--- config.mk ---
export PLATFORM = sky130hd
export DESIGN_NAME = matrix_stream_tx
export DESIGN_NICKNAME = d
export VERILOG_FILES = /design/src/rtl/matrix_stream_tx.sv
export SDC_FILE = /design/constraint.sdc
export NUM_CORES = 1
export LEC_CHECK = 0
export BUFFER_PORTS_ARGS = -buffer_cell sky130_fd_sc_hd__buf_2
export CORE_ASPECT_RATIO = 1.1
export CORE_MARGIN = 2
export CORE_UTILIZATION = 61
export DETAILED_ROUTE_END_ITERATION = 8
export PLACE_DENSITY = 0.87
export SYNTH_ARGS = -nofsm -noshare
export SYNTH_HDL_FRONTEND = slang
export SYNTH_SLANG_ARGS = --single-unit
--- constraint.sdc ---
create_clock -name CLK -period 3 [get_ports CLK]
set_input_delay 0.15 -clock CLK [delete_from_list [all_inputs] [get_ports CLK]]
set_output_delay 0.15 -clock CLK [all_outputs]
set_load 0.005 [all_outputs]
--- src/rtl/matrix_stream_tx.sv ---
`default_nettype none
// ============================================================================
// Module   : matrix_stream_tx
// Purpose  : Transmit side of the matrix-loader byte protocol. Buffers element
//            bytes, accepts a frame command with two matrix shapes, and emits
//            marker / four dimension bytes / all elements as one unbroken frame.
// Revision : 1.0 - initial release
// ============================================================================
module matrix_stream_tx #(
    parameter int DATA_W  = 8,
    parameter int MAX_DIM = 4,
    parameter int DEPTH   = 32
) (
    input  logic                       CLK,
    input  logic                       RST_N,
    input  logic                       cmd_valid,
    output logic                       cmd_ready,
    input  logic [7:0]                 cmd_r1,
    input  logic [7:0]                 cmd_c1,
    input  logic [7:0]                 cmd_r2,
    input  logic [7:0]                 cmd_c2,
    input  logic                       wr_valid,
    output logic                       wr_ready,
    input  logic [DATA_W-1:0]          wr_data,
    output logic [DATA_W-1:0]          data_send,
    output logic [1:0]                 ctrl_logic,
    output logic                       busy,
    output logic                       done,
    output logic                       err,
    output logic [$clog2(DEPTH+1)-1:0] fifo_count
);

    localparam int                 c_cnt_w    = $clog2(DEPTH + 1);
    localparam int                 c_ptr_w    = (DEPTH > 1) ? $clog2(DEPTH) : 1;
    localparam logic [7:0]         c_max_dim  = 8'(MAX_DIM);
    localparam logic [c_ptr_w-1:0] c_last_ptr = c_ptr_w'(DEPTH - 1);
    localparam logic [c_cnt_w-1:0] c_depth    = c_cnt_w'(DEPTH);
    localparam logic [1:0]         c_code_elem = 2'd0;
    localparam logic [1:0]         c_code_dim  = 2'd1;
    localparam logic [1:0]         c_code_mark = 2'd2;

    typedef enum logic [1:0] {
        S_IDLE = 2'd0,
        S_WAIT = 2'd1,
        S_HDR  = 2'd2,
        S_DATA = 2'd3
    } state_t;

    state_t              state_q;
    logic [7:0]          r1_q, c1_q, r2_q, c2_q;
    logic [7:0]          total_q;
    logic [7:0]          elem_cnt_q;
    logic [1:0]          hdr_idx_q;

    logic [DATA_W-1:0]   mem_q [DEPTH];
    logic [c_ptr_w-1:0]  wr_ptr_q, rd_ptr_q;
    logic [c_cnt_w-1:0]  count_q, count_d;

    logic                cmd_ready_q, wr_ready_q, busy_q, done_q, err_q;
    logic [DATA_W-1:0]   data_q;
    logic [1:0]          ctrl_q;

    logic                w_push, w_pop, w_cmd_legal, w_fill_ok;
    logic [7:0]          w_cmd_total;
    logic [DATA_W-1:0]   w_hdr_next;

    // A frame may only start from a shape pair that can actually be multiplied.
    assign w_cmd_legal = (cmd_r1 != 8'd0) && (cmd_r1 <= c_max_dim) &&
                         (cmd_c1 != 8'd0) && (cmd_c1 <= c_max_dim) &&
                         (cmd_r2 != 8'd0) && (cmd_r2 <= c_max_dim) &&
                         (cmd_c2 != 8'd0) && (cmd_c2 <= c_max_dim) &&
                         (cmd_c1 == cmd_r2);
    assign w_cmd_total = (cmd_r1 * cmd_c1) + (cmd_r2 * cmd_c2);

    // Header is only released once every element is buffered, so DATA never stalls.
    assign w_fill_ok = (32'(count_q) >= 32'(total_q));

    assign w_push = wr_valid && wr_ready_q;
    // Pops line up with the edges that put an element on the bus.
    assign w_pop  = ((state_q == S_HDR)  && (hdr_idx_q == 2'd3)) ||
                    ((state_q == S_DATA) && (elem_cnt_q != total_q));

    // Selects the dimension byte that follows the one currently on the bus.
    always_comb begin
        w_hdr_next = DATA_W'(r1_q);
        case (hdr_idx_q)
            2'd0:    w_hdr_next = DATA_W'(c1_q);
            2'd1:    w_hdr_next = DATA_W'(r2_q);
            2'd2:    w_hdr_next = DATA_W'(c2_q);
            default: w_hdr_next = DATA_W'(r1_q);
        endcase
    end

    // Next occupancy: simultaneous push and pop cancel out.
    always_comb begin
        count_d = count_q;
        if (w_push && !w_pop) begin
            count_d = count_q + c_cnt_w'(1);
        end else if (!w_push && w_pop) begin
            count_d = count_q - c_cnt_w'(1);
        end
    end

    // Element storage; contents need no reset because the pointers define validity.
    always_ff @(posedge CLK) begin
        if (w_push) begin
            mem_q[wr_ptr_q] <= wr_data;
        end
    end

    // FIFO pointers, occupancy and the registered space-available flag.
    always_ff @(posedge CLK or negedge RST_N) begin
        if (!RST_N) begin
            wr_ptr_q   <= '0;
            rd_ptr_q   <= '0;
            count_q    <= '0;
            wr_ready_q <= 1'b1;
        end else begin
            if (w_push) begin
                wr_ptr_q <= (wr_ptr_q == c_last_ptr) ? '0 : wr_ptr_q + c_ptr_w'(1);
            end
            if (w_pop) begin
                rd_ptr_q <= (rd_ptr_q == c_last_ptr) ? '0 : rd_ptr_q + c_ptr_w'(1);
            end
            count_q    <= count_d;
            wr_ready_q <= (count_d < c_depth);
        end
    end

    // Frame sequencer; every bus output is registered from the state being entered.
    always_ff @(posedge CLK or negedge RST_N) begin
        if (!RST_N) begin
            state_q     <= S_IDLE;
            r1_q        <= '0;
            c1_q        <= '0;
            r2_q        <= '0;
            c2_q        <= '0;
            total_q     <= '0;
            elem_cnt_q  <= '0;
            hdr_idx_q   <= '0;
            cmd_ready_q <= 1'b1;
            busy_q      <= 1'b0;
            done_q      <= 1'b0;
            err_q       <= 1'b0;
            data_q      <= '0;
            ctrl_q      <= c_code_mark;
        end else begin
            done_q <= 1'b0;
            err_q  <= 1'b0;
            case (state_q)
                S_IDLE: begin
                    if (cmd_valid) begin
                        if (w_cmd_legal) begin
                            r1_q        <= cmd_r1;
                            c1_q        <= cmd_c1;
                            r2_q        <= cmd_r2;
                            c2_q        <= cmd_c2;
                            total_q     <= w_cmd_total;
                            state_q     <= S_WAIT;
                            cmd_ready_q <= 1'b0;
                            busy_q      <= 1'b1;
                        end else begin
                            err_q <= 1'b1;
                        end
                    end
                end
                S_WAIT: begin
                    if (w_fill_ok) begin
                        state_q   <= S_HDR;
                        hdr_idx_q <= 2'd0;
                        ctrl_q    <= c_code_dim;
                        data_q    <= DATA_W'(r1_q);
                    end
                end
                S_HDR: begin
                    if (hdr_idx_q == 2'd3) begin
                        state_q    <= S_DATA;
                        ctrl_q     <= c_code_elem;
                        data_q     <= mem_q[rd_ptr_q];
                        elem_cnt_q <= 8'd1;
                        done_q     <= (total_q == 8'd1);
                    end else begin
                        hdr_idx_q <= hdr_idx_q + 2'd1;
                        data_q    <= w_hdr_next;
                    end
                end
                S_DATA: begin
                    if (elem_cnt_q == total_q) begin
                        state_q     <= S_IDLE;
                        ctrl_q      <= c_code_mark;
                        data_q      <= '0;
                        cmd_ready_q <= 1'b1;
                        busy_q      <= 1'b0;
                    end else begin
                        data_q     <= mem_q[rd_ptr_q];
                        elem_cnt_q <= elem_cnt_q + 8'd1;
                        done_q     <= ((elem_cnt_q + 8'd1) == total_q);
                    end
                end
                default: begin
                    state_q <= S_IDLE;
                end
            endcase
        end
    end

    assign cmd_ready  = cmd_ready_q;
    assign wr_ready   = wr_ready_q;
    assign data_send  = data_q;
    assign ctrl_logic = ctrl_q;
    assign busy       = busy_q;
    assign done       = done_q;
    assign err        = err_q;
    assign fifo_count = count_q;

endmodule
`default_nettype wire

[Word level (Yosys, flattened, before mapping)]
Memory sizes are Yosys's and may differ from the RTL's.
Cells that the tools add are included.
Word-level totals
  register bits: 83
  bits in latches: 0
  bits in writable memories: 256
  memory bits (read-only): 0
  output and inout port bits: 21
  word-level logic and storage cells: 128
  memories: 1
Operators by class
  add/subtract/negate cells: 7
  $mul: 2
  divide/modulo/power cells: 0
  $lt $le $gt $ge: 6
  equality and inequality tests: 20
  shifts and indexed selects: 0
  muxes and demuxes: 41
  bitwise gates (word level): 0
  reductions and logical operators: 33
Memory list
  mem_q: depth 32, width 8, read ports 1, clocked after memory_dff 0, wr ports 1, line 55  | logic [DATA_W-1:0] mem_q [DEPTH];
Operators by type and width (count)
  $pmux 8 s3: 2
  $mux 8: 5
  $le 8x3->1 const B: 4
  $reduce_bool 8->1: 4
  $eq 8x8->1: 3
  $mux 2: 10
  $mul 8x8->8: 2
  $pmux 8 s2: 1
  $logic_and 1x1->1: 13
  $mux 1: 13
  $mux 6: 2
  $add 5x1->5 const B: 2
  $eq 5x5->1 const B: 2
  $mux 5: 2
  $ne 2x2->1 const B: 5
  $reduce_and 3->1: 3
  $add 8x1->8 const B: 1
  $add 8x8->8: 1
  $eq 2x2->1 const B: 4
  $eq 8x1->1 const B: 1
  $ge 6x8->1: 1
  $ne 8x8->1: 1
  $pmux 2 s4: 1
  $reduce_and 4->1: 2
  16 further kinds: 24

[Depth between registers and ports, before layout]
Gate-level depths: netlist of run 1.
  depth after elaboration: 12
  mapped depth: 20
  depth with buffers taken out: 19

[Worst setup path after synthesis of run 1]
No wires, ideal clock.
  path kind: input to register
  from: in cmd_r1[2]
  to: reg total_q[7]
  data arrival time: 4481 ps
  data required time: 2879 ps
  slack: -1602 ps
  cell stages on the path: 17
  path buffers: 1
  cell sequence: clkbuf_1 nand2_1 fa_1 fa_1 fa_1 inv_1 fa_1 inv_1 fa_1 fa_1 xnor2_1 xnor2_1 xnor2_1 xnor2_1 xnor2_1 xnor2_1 o21ai_1
On the way
  longest elaborated chain between the ends: 10
RTL lines
  start, declared: line 18  | input logic [7:0] cmd_r1,
  branches (longest 10 deep; another with $mul 8x8->8)
  end signal, assigned: line 158  | total_q <= w_cmd_total;
  end, declared: line 51  | logic [7:0] total_q;
Several ways; the timed one is not identified.
A chain may end at the register's enable or synchronous reset.

[Worst setup path in the final report of run 1]
Ends and elaborated chain as after synthesis.

==> results.yml, run 1 <==
die:
  coreArea_um2: 26800
  die_h_um: 177
  start_util_pct: 61.6
  floorplan.die.width_um: 161
  die_area_um2: 28400
  io_pins: 65
  floorplan.rows: 63
clock_tree:
  worstSkewPairLatency_ps: 540
  cts-htree-levels: 2
  root_buffer: "clkbuf_16"
  tritoncts_clock_tree: "yes"
  clock_path_buffers: 3
  sink_count: 339
  cts_made_buffers: 35
  clkTransAtPathRegs_ps: 70
worst_hold_path:
  whs_endpoint: "c2_q[0]"
  hold_path.class: "in2reg"
  hold_start: "cmd_c2[0]"
  holdPathStages: 3
critical_path:
  ff2ff_setup_slack_ps: 250
  cp.arrival_ps: 4370
  critical_path_required_ps: 3410
  maximum_fanout_encountered_on_the_critical_timing_path: 5
  cp-end-kind: "flip-flop"
  critPathKind: "in2reg"
  worst_r2r_path_depth: 12
  critPathMaxStageDelay_ps: 540
  rr_startpoint: "total_q[4]"
  crit_path_start_kind: "input pin"
  critical_path.slowest_cell: "fa_1"
  crit-reg2reg-capture: "wr_ready"
  cp_cell_sequence: "buf_6, nand2_2, fa_1, fa_1, fa_1, inv_1, fa_1, inv_1, fa_1, fa_2, xnor2_2, xnor2_1, xnor2_1, xnor2_1, xnor2_1, xnor2_1, o21ai_1"
logic_synthesis:
  seq_area_frac_synth_pct: 59.1
  synthCells: 1192
  synth_area_leader: "edfxtp_1"
  synth_warnings: 0
  ys_top_cells_by_count: "edfxtp_1, nand2_1, dfrtp_1"
  synth_largest_type_area_fraction_pct: 46.5
  synth.area.top_cells: "edfxtp_1, dfrtp_1, mux4_2"
  synth_top_flop_cell: "edfxtp_1"
  synth_cell_type_count: 64
  post-synth-top-count-cell: "edfxtp_1"
  synth-edff-count: 256
  synth_area_per_cell_um2: 13.9
  synth-seq-cells: 339
  syn_area_um2: 16500
  async_flop_share_pct: 24.5
  syn_nets: 1328
detailed_routing:
  drcViolationCount: 0
  avgViaCountPerCell: 6.06
  drtPass1Iterations: 6
  routed_wl_um: 37700
  num_vias: 10400
  detail-route-antenna-nets: 0
  drt_iter0_markers: 1322
  wl_per_cell_um: 22.0
global_routing:
  antenna_found_initial: 0
  vias_in_the_first_global_route: 10800
  grt_util_all_layers_pct: 27.0
  grt_first_pass_wirelength_um: 59100
  globalRoute.totalOverflow: 0
  grt_max_degree: 48
run_status:
  outcome: "finished with violations"
  violations: "negative setup slack"
sta:
  period_minus_slack_ps: 3960
  slew_headroom_pct: 48.4
  final.setup.tns_ps: -2440
  hold_slack_ps: 28.9
  final_hold_viol_count: 0
  worst-slew-pin-transition_ps: 772
  rsz0062_at_grt: "yes"
  finalMaxSlewViolations: 0
  final_critical_path_setup_slack_ps: -963
  final.setup_skew_ps: 28.9
  max_clock_freq_mhz: 252
  timing.final.crit_share_pct: 132
  setup_viol_count_final: 5
power:
  power.density_nw_per_um2: 634
  cellLeakagePower_nw: 7.33
  power_mw: 12.3
  vdd_ir_drop_max_v: 0.000776
placement:
  globalplace.congestion: 0.880
  detailed_place.area_um2: 17800
  detailed_place_hpwl_um: 24400
  numPortBuffers: 64
  place_ws_ps: -1470
layout:
  finish.net_count: 1470
  cell_area_after_layout_um2: 19400
  flow.area_growth_from_synthesis_pct: 17.6
  antenna_cells_inserted: 0
  drive_gt1_share_pct: 25.7
flow_run:
  cap_viol_max_count: 0
final cells by class:
class                   instances  area, µm²
clock buffers                  48        956
multi-input cells             723       6490
clock inverters                15        191
well taps                     357        447
repair buffers                163       1290
fillers                      1588       7380
flip-flops and latches        339       9770
inverters                      72        273
timing repair:
item | CTS | global route
resized for setup | 73 | 27
endpoints found under the hold margin | 48 | 0
buffers inserted | 8 | 2
hold buffers | 4 | 0
pin swaps | 27 | 21
endpoints found under the setup margin | 5 | 6
flip-flops by register name, indices dropped and copies added, names as in the netlist, 2 cells and up:
signal	flops
total_q	8
c2_q	8
ctrl_logic	2
wr_ptr_q	5
r1_q	8
state_q	2
elem_cnt_q	8
mem_q	256
fifo_count	6
data_send	8
c1_q	8
rd_ptr_q	5
hdr_idx_q	2
r2_q	8
cell families after synthesis:
group	Yosys count	share of synthesized area, %
simple gates	345	10.4
flops	339	59.1
compound gates	137	5.64
buf+inv	130	3.69
mux	99	10.1
fa+ha+maj	92	8.38
xor+xnor	50	2.65
placed cells by master (no fill, tap or decap), types with 14 or more instances in the layout:
| cell | instances |
|---|---|
| nor2_1 | 67 |
| nand2_1 | 95 |
| edfxtp_1 | 256 |
| buf_2 | 46 |
| nand2b_1 | 35 |
| xnor2_1 | 39 |
| and2_1 | 52 |
| clkbuf_16 | 36 |
| buf_4 | 81 |
| dfrtp_1 | 78 |
| ha_1 | 41 |
| o21ai_0 | 29 |
| buf_6 | 23 |
| mux2_4 | 14 |
| mux2i_1 | 34 |
| fa_1 | 26 |
| a22oi_1 | 17 |
| mux4_2 | 48 |
| nand3_1 | 29 |
| a21oi_1 | 22 |
| inv_1 | 53 |
| ha_4 | 19 |
| inv_2 | 17 |
per-layer routing:
layer | wire [µm] | track usage (%) | vias up
met5 | 0 | 0 | -
met4 | 1220 | 9.15 | 0
met3 | 2370 | 3.97 | 97
met2 | 19900 | 48.1 | 451
met1 | 14300 | 34.0 | 5219
li1 | - | - | 4630
power by group:
group / internal (mW) / switching [mW]
registers: 5.26 / 0.120
logic: 1.28 / 1.33
clock network: 2.53 / 1.81
metrics by stage:
stage          utilization (%)  cells
3_5_place_dp              66.2   1641
2_1_floorplan                -   1192
6_report                  72.5   1717
4_1_cts                   72.0   1715
5_1_grt                   72.5   1717
3_3_place_gp              66.2   1641
worst max-delay path: cells and delay by family:
kind                     cells  cell delay (ps)
AO/OA/AOI/OAI                1               80
AND/OR/NAND/NOR              1               60
adder cells (fa/ha/maj)      6             2870
buffers and inverters        3              200
XOR/XNOR                     6             1010
worst max path at each step:
| stage | from | end | slack [ps] | depth (start not counted) |
|---|---|---|---|---|
| after floorplan | cmd_r1[0] | total_q[7] | -1180 | 17 |
| after global placement | cmd_c1[3] | total_q[7] | -1400 | 17 |
| after detailed placement | cmd_c1[3] | total_q[7] | -1470 | 17 |
| after CTS | cmd_c2[2] | total_q[7] | -900 | 17 |
| after global routing | cmd_r1[3] | total_q[7] | -1110 | 17 |
| final | cmd_r1[2] | total_q[7] | -960 | 17 |
No activity file was read; power rests on OpenSTA's default activity.
==> inputs of run 2 (changes only) <==
==> constraint.sdc (replaced) <==
create_clock -name CLK -period 3.7 [get_ports CLK]
set_input_delay 0.185 -clock CLK [delete_from_list [all_inputs] [get_ports CLK]]
set_output_delay 0.185 -clock CLK [all_outputs]
set_load 0.005 [all_outputs]
==> results.yml, run 2 (synthesis gave the netlist of run 1 again) <==
detailed_routing:
  dr_wl_met2_um: 19200
  num_vias: 10100
  wl_met3_um: 2400
  routed_wl_um: 37000
  dr.max_layer_used: "met4"
  drt_iter0_markers: 1120
  detail-route-antenna-nets: 0
  wl_per_cell_um: 22.1
  wl_met1_um: 14300
  drcViolationCount: 0
  avgViaCountPerCell: 6.05
  drtPass1Iterations: 5
sta:
  max_clock_freq_mhz: 252
  period_minus_slack_ps: 3960
  hold_slack_ps: 27.4
  timing.final.crit_share_pct: 107
  final.setup.tns_ps: -305
  worst-slew-pin-transition_ps: 1070
  final.setup_skew_ps: 22.3
  finalMaxSlewViolations: 0
  final_hold_viol_count: 0
  rsz0062_at_grt: "yes"
  setup_viol_count_final: 2
  final_critical_path_setup_slack_ps: -262
  slew_headroom_pct: 28.4
clock_tree:
  clock_path_buffers: 3
  cts_made_buffers: 36
  sink_count: 339
  cts-htree-levels: 2
  worstSkewPairLatency_ps: 520
  root_buffer: "clkbuf_16"
  clkTransAtPathRegs_ps: 60
  tritoncts_clock_tree: "yes"
critical_path:
  worst-path-buf-inv: 2
  maximum_fanout_encountered_on_the_critical_timing_path: 5
  crit_path_start_kind: "input pin"
  cp-end-kind: "flip-flop"
  cp.arrival_ps: 4350
  critPathMaxStageDelay_ps: 590
  critical_path.top_delay_family: "adder cells"
  critical_path.slowest_cell: "fa_1"
  critical_path_required_ps: 4090
  cp_most_frequent_cell: "xnor2_1"
  cp_cell_sequence: "buf_4, and2_1, fa_1, ha_4, fa_1, fa_1, inv_1, fa_1, fa_2, xnor2_2, xnor2_1, xnor2_1, xnor2_1, xnor2_1, xnor2_1, o21ai_1"
  critPathKind: "in2reg"
layout:
  final_cell_mix: "edfxtp_1, nand2_1, dfrtp_1, nor2_1, inv_1"
  layout.filler_cells: 1723
  drive_gt1_share_pct: 23.0
  finish.net_count: 1426
  final_util_pct: 70.7
  flow.area_growth_from_synthesis_pct: 14.7
  final_common_cell: "edfxtp_1"
  top_register: "mem_q"
  finalNonFillerCells: 1675
  antenna_cells_inserted: 0
  largest_register_ff_count: 256
die:
  coreArea_um2: 26800
  io_pins: 65
  die_h_um: 177
  floorplan.rows: 63
  floorplan.die.width_um: 161
  start_util_pct: 61.6
  die_area_um2: 28400
power:
  power.density_nw_per_um2: 527
  cellLeakagePower_nw: 7.10
  vdd_ir_drop_max_v: 0.000724
global_routing:
  vias_in_the_first_global_route: 10300
  grt_first_pass_wirelength_um: 57300
  antenna_found_initial: 0
  grt_util_all_layers_pct: 26.2
  grt_max_degree: 84
  globalRoute.totalOverflow: 0
placement:
  numPortBuffers: 64
  place.detailed.instances: 1603
  globalplace.congestion: 0.894
  detailed_place_hpwl_um: 24300
run_status:
  violations: "negative setup slack"
  outcome: "finished with violations"
flow_run:
  cap_viol_max_count: 0
worst_hold_path:
  hold_path.class: "in2reg"
run 2: cell count changes in the layout (fill, tap and decap cells not counted), moves of 9 or more:
cell and delta:
ha_1 +9, ha_4 -10, buf_4 -28, clkbuf_1 -9, buf_6 -12
run 2: worst min-delay path: stages:
cell and delay (ps):
buf_6 90, buf_4 100, mux2_4 120
run 2: repair_timing:
action                                 in CTS  in global routing
setup endpoints to repair                   2                  3
resized for setup                          23                 63
hold buffers                                2                  0
buffers inserted                            2                  3
pin swaps                                  15                 26
endpoints found under the hold margin      81                  0
run 2: worst paths after layout:
kind	startpoint	end	slack [ps]	depth (start not counted)
min	cmd_r1[1]	r1_q[1]	30	3
max in group asynchronous	RST_N	rd_ptr_q[3]	2480	2
min in group asynchronous	RST_N	elem_cnt_q[6]	410	2
max reg2reg	total_q[5]	wr_ready	700	12
min reg2reg	r1_q[4]	r1_q[4]	490	1
max	cmd_c2[2]	total_q[7]	-260	16
run 2: metrics by stage:
stage	power [mW]	worst slack (ps)	instance area, µm²
finish	9.98	-262	18900
global route	10.4	-374	18900
CTS	9.76	-218	18700
detailed placement	6.10	-809	17400
global placement	6.02	-700	17400
floorplan	5.53	-516	16600
run 2: cell type report:
type	count	area (µm²)	area share [%]
Clock buffer	40	947	5.00
Sequential cell	339	9770	51.6
Timing Repair Buffer	118	875	4.62
Inverter	72	270	1.43
Clock inverter	26	248	1.31
Multi-Input combinational cell	723	6380	33.7
Tap cell	357	447	2.36
run 2: metal layers:
layer  GRT usage [%]  up-vias
met3            4.18       91
met4            7.81        0
met5               0        -
met1            34.3     5084
li1                -     4533
met2            45.9      419
run 2: where the power goes:
| part | internal [mW] | switching [mW] |
|---|---|---|
| registers | 4.27 | 0.0966 |
| logic | 0.957 | 1.05 |
| clock network | 2.14 | 1.46 |
==> inputs of run 3 (changes only) <==
--- a/config.mk
+++ b/config.mk
@@ -8,9 +8,9 @@
 export BUFFER_PORTS_ARGS = -buffer_cell sky130_fd_sc_hd__buf_2
 export CORE_ASPECT_RATIO = 1.1
 export CORE_MARGIN = 2
-export CORE_UTILIZATION = 61
+export CORE_UTILIZATION = 62
 export DETAILED_ROUTE_END_ITERATION = 8
-export PLACE_DENSITY = 0.87
+export PLACE_DENSITY = 0.88
 export SYNTH_ARGS = -nofsm -noshare
 export SYNTH_HDL_FRONTEND = slang
 export SYNTH_SLANG_ARGS = --single-unit
==> results.yml, run 3 (synthesis gave the netlist of run 1 again) <==
layout:
  final_cell_mix: "edfxtp_1, nand2_1, dfrtp_1, inv_1, nor2_1"
  finalNonFillerCells: 1664
  finish.net_count: 1423
  final_common_cell: "edfxtp_1"
  drive_gt1_share_pct: 20.4
  antenna_cells_inserted: 0
  top_register: "mem_q"
  largest_register_ff_count: 256
  flow.area_growth_from_synthesis_pct: 13.3
  cell_area_after_layout_um2: 18700
critical_path:
  cp.arrival_ps: 4460
  cp-end-kind: "flip-flop"
  maximum_fanout_encountered_on_the_critical_timing_path: 4
  critical_path_required_ps: 4060
  cp_cell_sequence: "buf_4, nand2_4, fa_1, fa_1, fa_1, inv_1, fa_1, inv_1, fa_1, fa_2, xnor2_2, xnor2_2, xnor2_2, xnor2_2, xnor2_1, xnor2_1, o21ai_1"
  cp_most_frequent_cell: "fa_1"
  critical_path.slowest_cell: "fa_1"
  worst_r2r_path_depth: 9
  rr_startpoint: "wr_ready"
  critPathMaxStageDelay_ps: 580
  ff2ff_setup_slack_ps: 680
  critPathKind: "in2reg"
  crit_path_start_kind: "input pin"
  crit-reg2reg-capture: "wr_ready"
worst_hold_path:
  holdPathStages: 3
  hold_start: "cmd_c1[2]"
  hold_path.class: "in2reg"
  whs_endpoint: "r2_q[2]"
sta:
  max_clock_freq_mhz: 244
  final.setup_skew_ps: 24.3
  hold_slack_ps: 48.3
  slew_headroom_pct: 38.5
  final_hold_viol_count: 0
  setup_viol_count_final: 2
  final.setup.tns_ps: -605
  timing.final.crit_share_pct: 111
  period_minus_slack_ps: 4100
  final_critical_path_setup_slack_ps: -396
  rsz0062_at_grt: "yes"
  worst-slew-pin-transition_ps: 919
  finalMaxSlewViolations: 0
detailed_routing:
  routed_wl_um: 37900
  drcViolationCount: 0
  avgViaCountPerCell: 6.22
  wl_met3_um: 2360
  wl_per_cell_um: 22.7
  detail-route-antenna-nets: 0
  drt_iter0_markers: 1169
  wl_met1_um: 14400
  dr_wl_met2_um: 19800
  dr.max_layer_used: "met4"
  num_vias: 10300
  drtPass1Iterations: 9
power:
  cellLeakagePower_nw: 7.06
  vdd_ir_drop_max_v: 0.000791
  power.density_nw_per_um2: 534
  power_mw: 9.99
die:
  die_h_um: 175
  floorplan.die.width_um: 160
  start_util_pct: 63.2
  io_pins: 65
  floorplan.rows: 62
  die_area_um2: 28000
  coreArea_um2: 26100
placement:
  detailed_place.area_um2: 17400
  place.detailed.instances: 1600
  numPortBuffers: 64
  globalplace.congestion: 0.907
  detailed_place_hpwl_um: 24500
global_routing:
  antenna_found_initial: 0
  grt_first_pass_wirelength_um: 59100
  vias_in_the_first_global_route: 10600
  grt_max_degree: 53
  globalRoute.totalOverflow: 0
  grt_util_all_layers_pct: 27.5
clock_tree:
  clock_path_buffers: 3
  root_buffer: "clkbuf_16"
  cts_made_buffers: 35
  cts-htree-levels: 2
  tritoncts_clock_tree: "yes"
  sink_count: 339
  worstSkewPairLatency_ps: 520
  postCtsSetupRepairBufs: 0
  clkTransAtPathRegs_ps: 60
flow_run:
  cap_viol_max_count: 0
run_status:
  violations: "negative setup slack"
  outcome: "finished with violations"
-- run 3: cell types whose count changed in the layout (fill, tap and decap cells not counted), sizes merged --
cell      delta
clkinv       -5
clkbuf       +4
clkinvlp     -2
bufinv       +1
buf          -1
inv          -3
-- run 3: where the power goes --
part	switching (mW)	internal (mW)
Clock	1.45	2.15
Combinational	1.09	0.931
Sequential	0.106	4.27
-- run 3: timing repair --
| action | in CTS | in global routing |
|---|---|---|
| resized for setup | 15 | 18 |
| endpoints found under the hold margin | 44 | 0 |
| pin swaps | 10 | 4 |
| setup endpoints to repair | 3 | 3 |
| hold buffers | 2 | 0 |
-- run 3: per-stage QoR --
stage               util (%)  setup slack [ps]
detailed placement      66.5              -829
finish                  71.6              -396
CTS                     71.3              -251
global route            71.6              -536
floorplan                  -              -516
global placement        66.5              -733
-- run 3: how the worst max path moves through the flow --
stage / startpoint / endpoint / slack (ps) / cells past startpoint
6_report: cmd_r1[0] / total_q[7] / -400 / 17
3_5_place_dp: cmd_r1[4] / total_q[7] / -830 / 20
4_1_cts: cmd_c2[2] / total_q[7] / -250 / 17
5_1_grt: cmd_c2[2] / total_q[7] / -540 / 17
2_1_floorplan: cmd_r1[0] / total_q[7] / -520 / 17
3_3_place_gp: cmd_r1[3] / total_q[7] / -730 / 17
-- run 3: area by class of cell --
cell class,instances,area [µm²]
well taps,352,440
clock inverters,17,231
inverters,72,273
clock buffers,45,935
multi-input cells,723,6280
flip-flops and latches,339,9770
repair buffers,116,783
fillers,1602,7430
-- run 3: critical path, delay by kind of cell --
kind	cells	cell delay, ps
AOI/OAI and AO/OA	1	90
xor gates and xnor gates	6	1090
adders and majority gates	6	2830
buffers and inverters	3	210
and+or+nand+nor	1	50
-- run 3: routing by layer --
layer | track usage [%] | vias up
met2 | 48.9 | 513
met4 | 8.90 | 0
li1 | - | 4540
met1 | 35.1 | 5189
met3 | 4.06 | 104
met5 | 0 | -
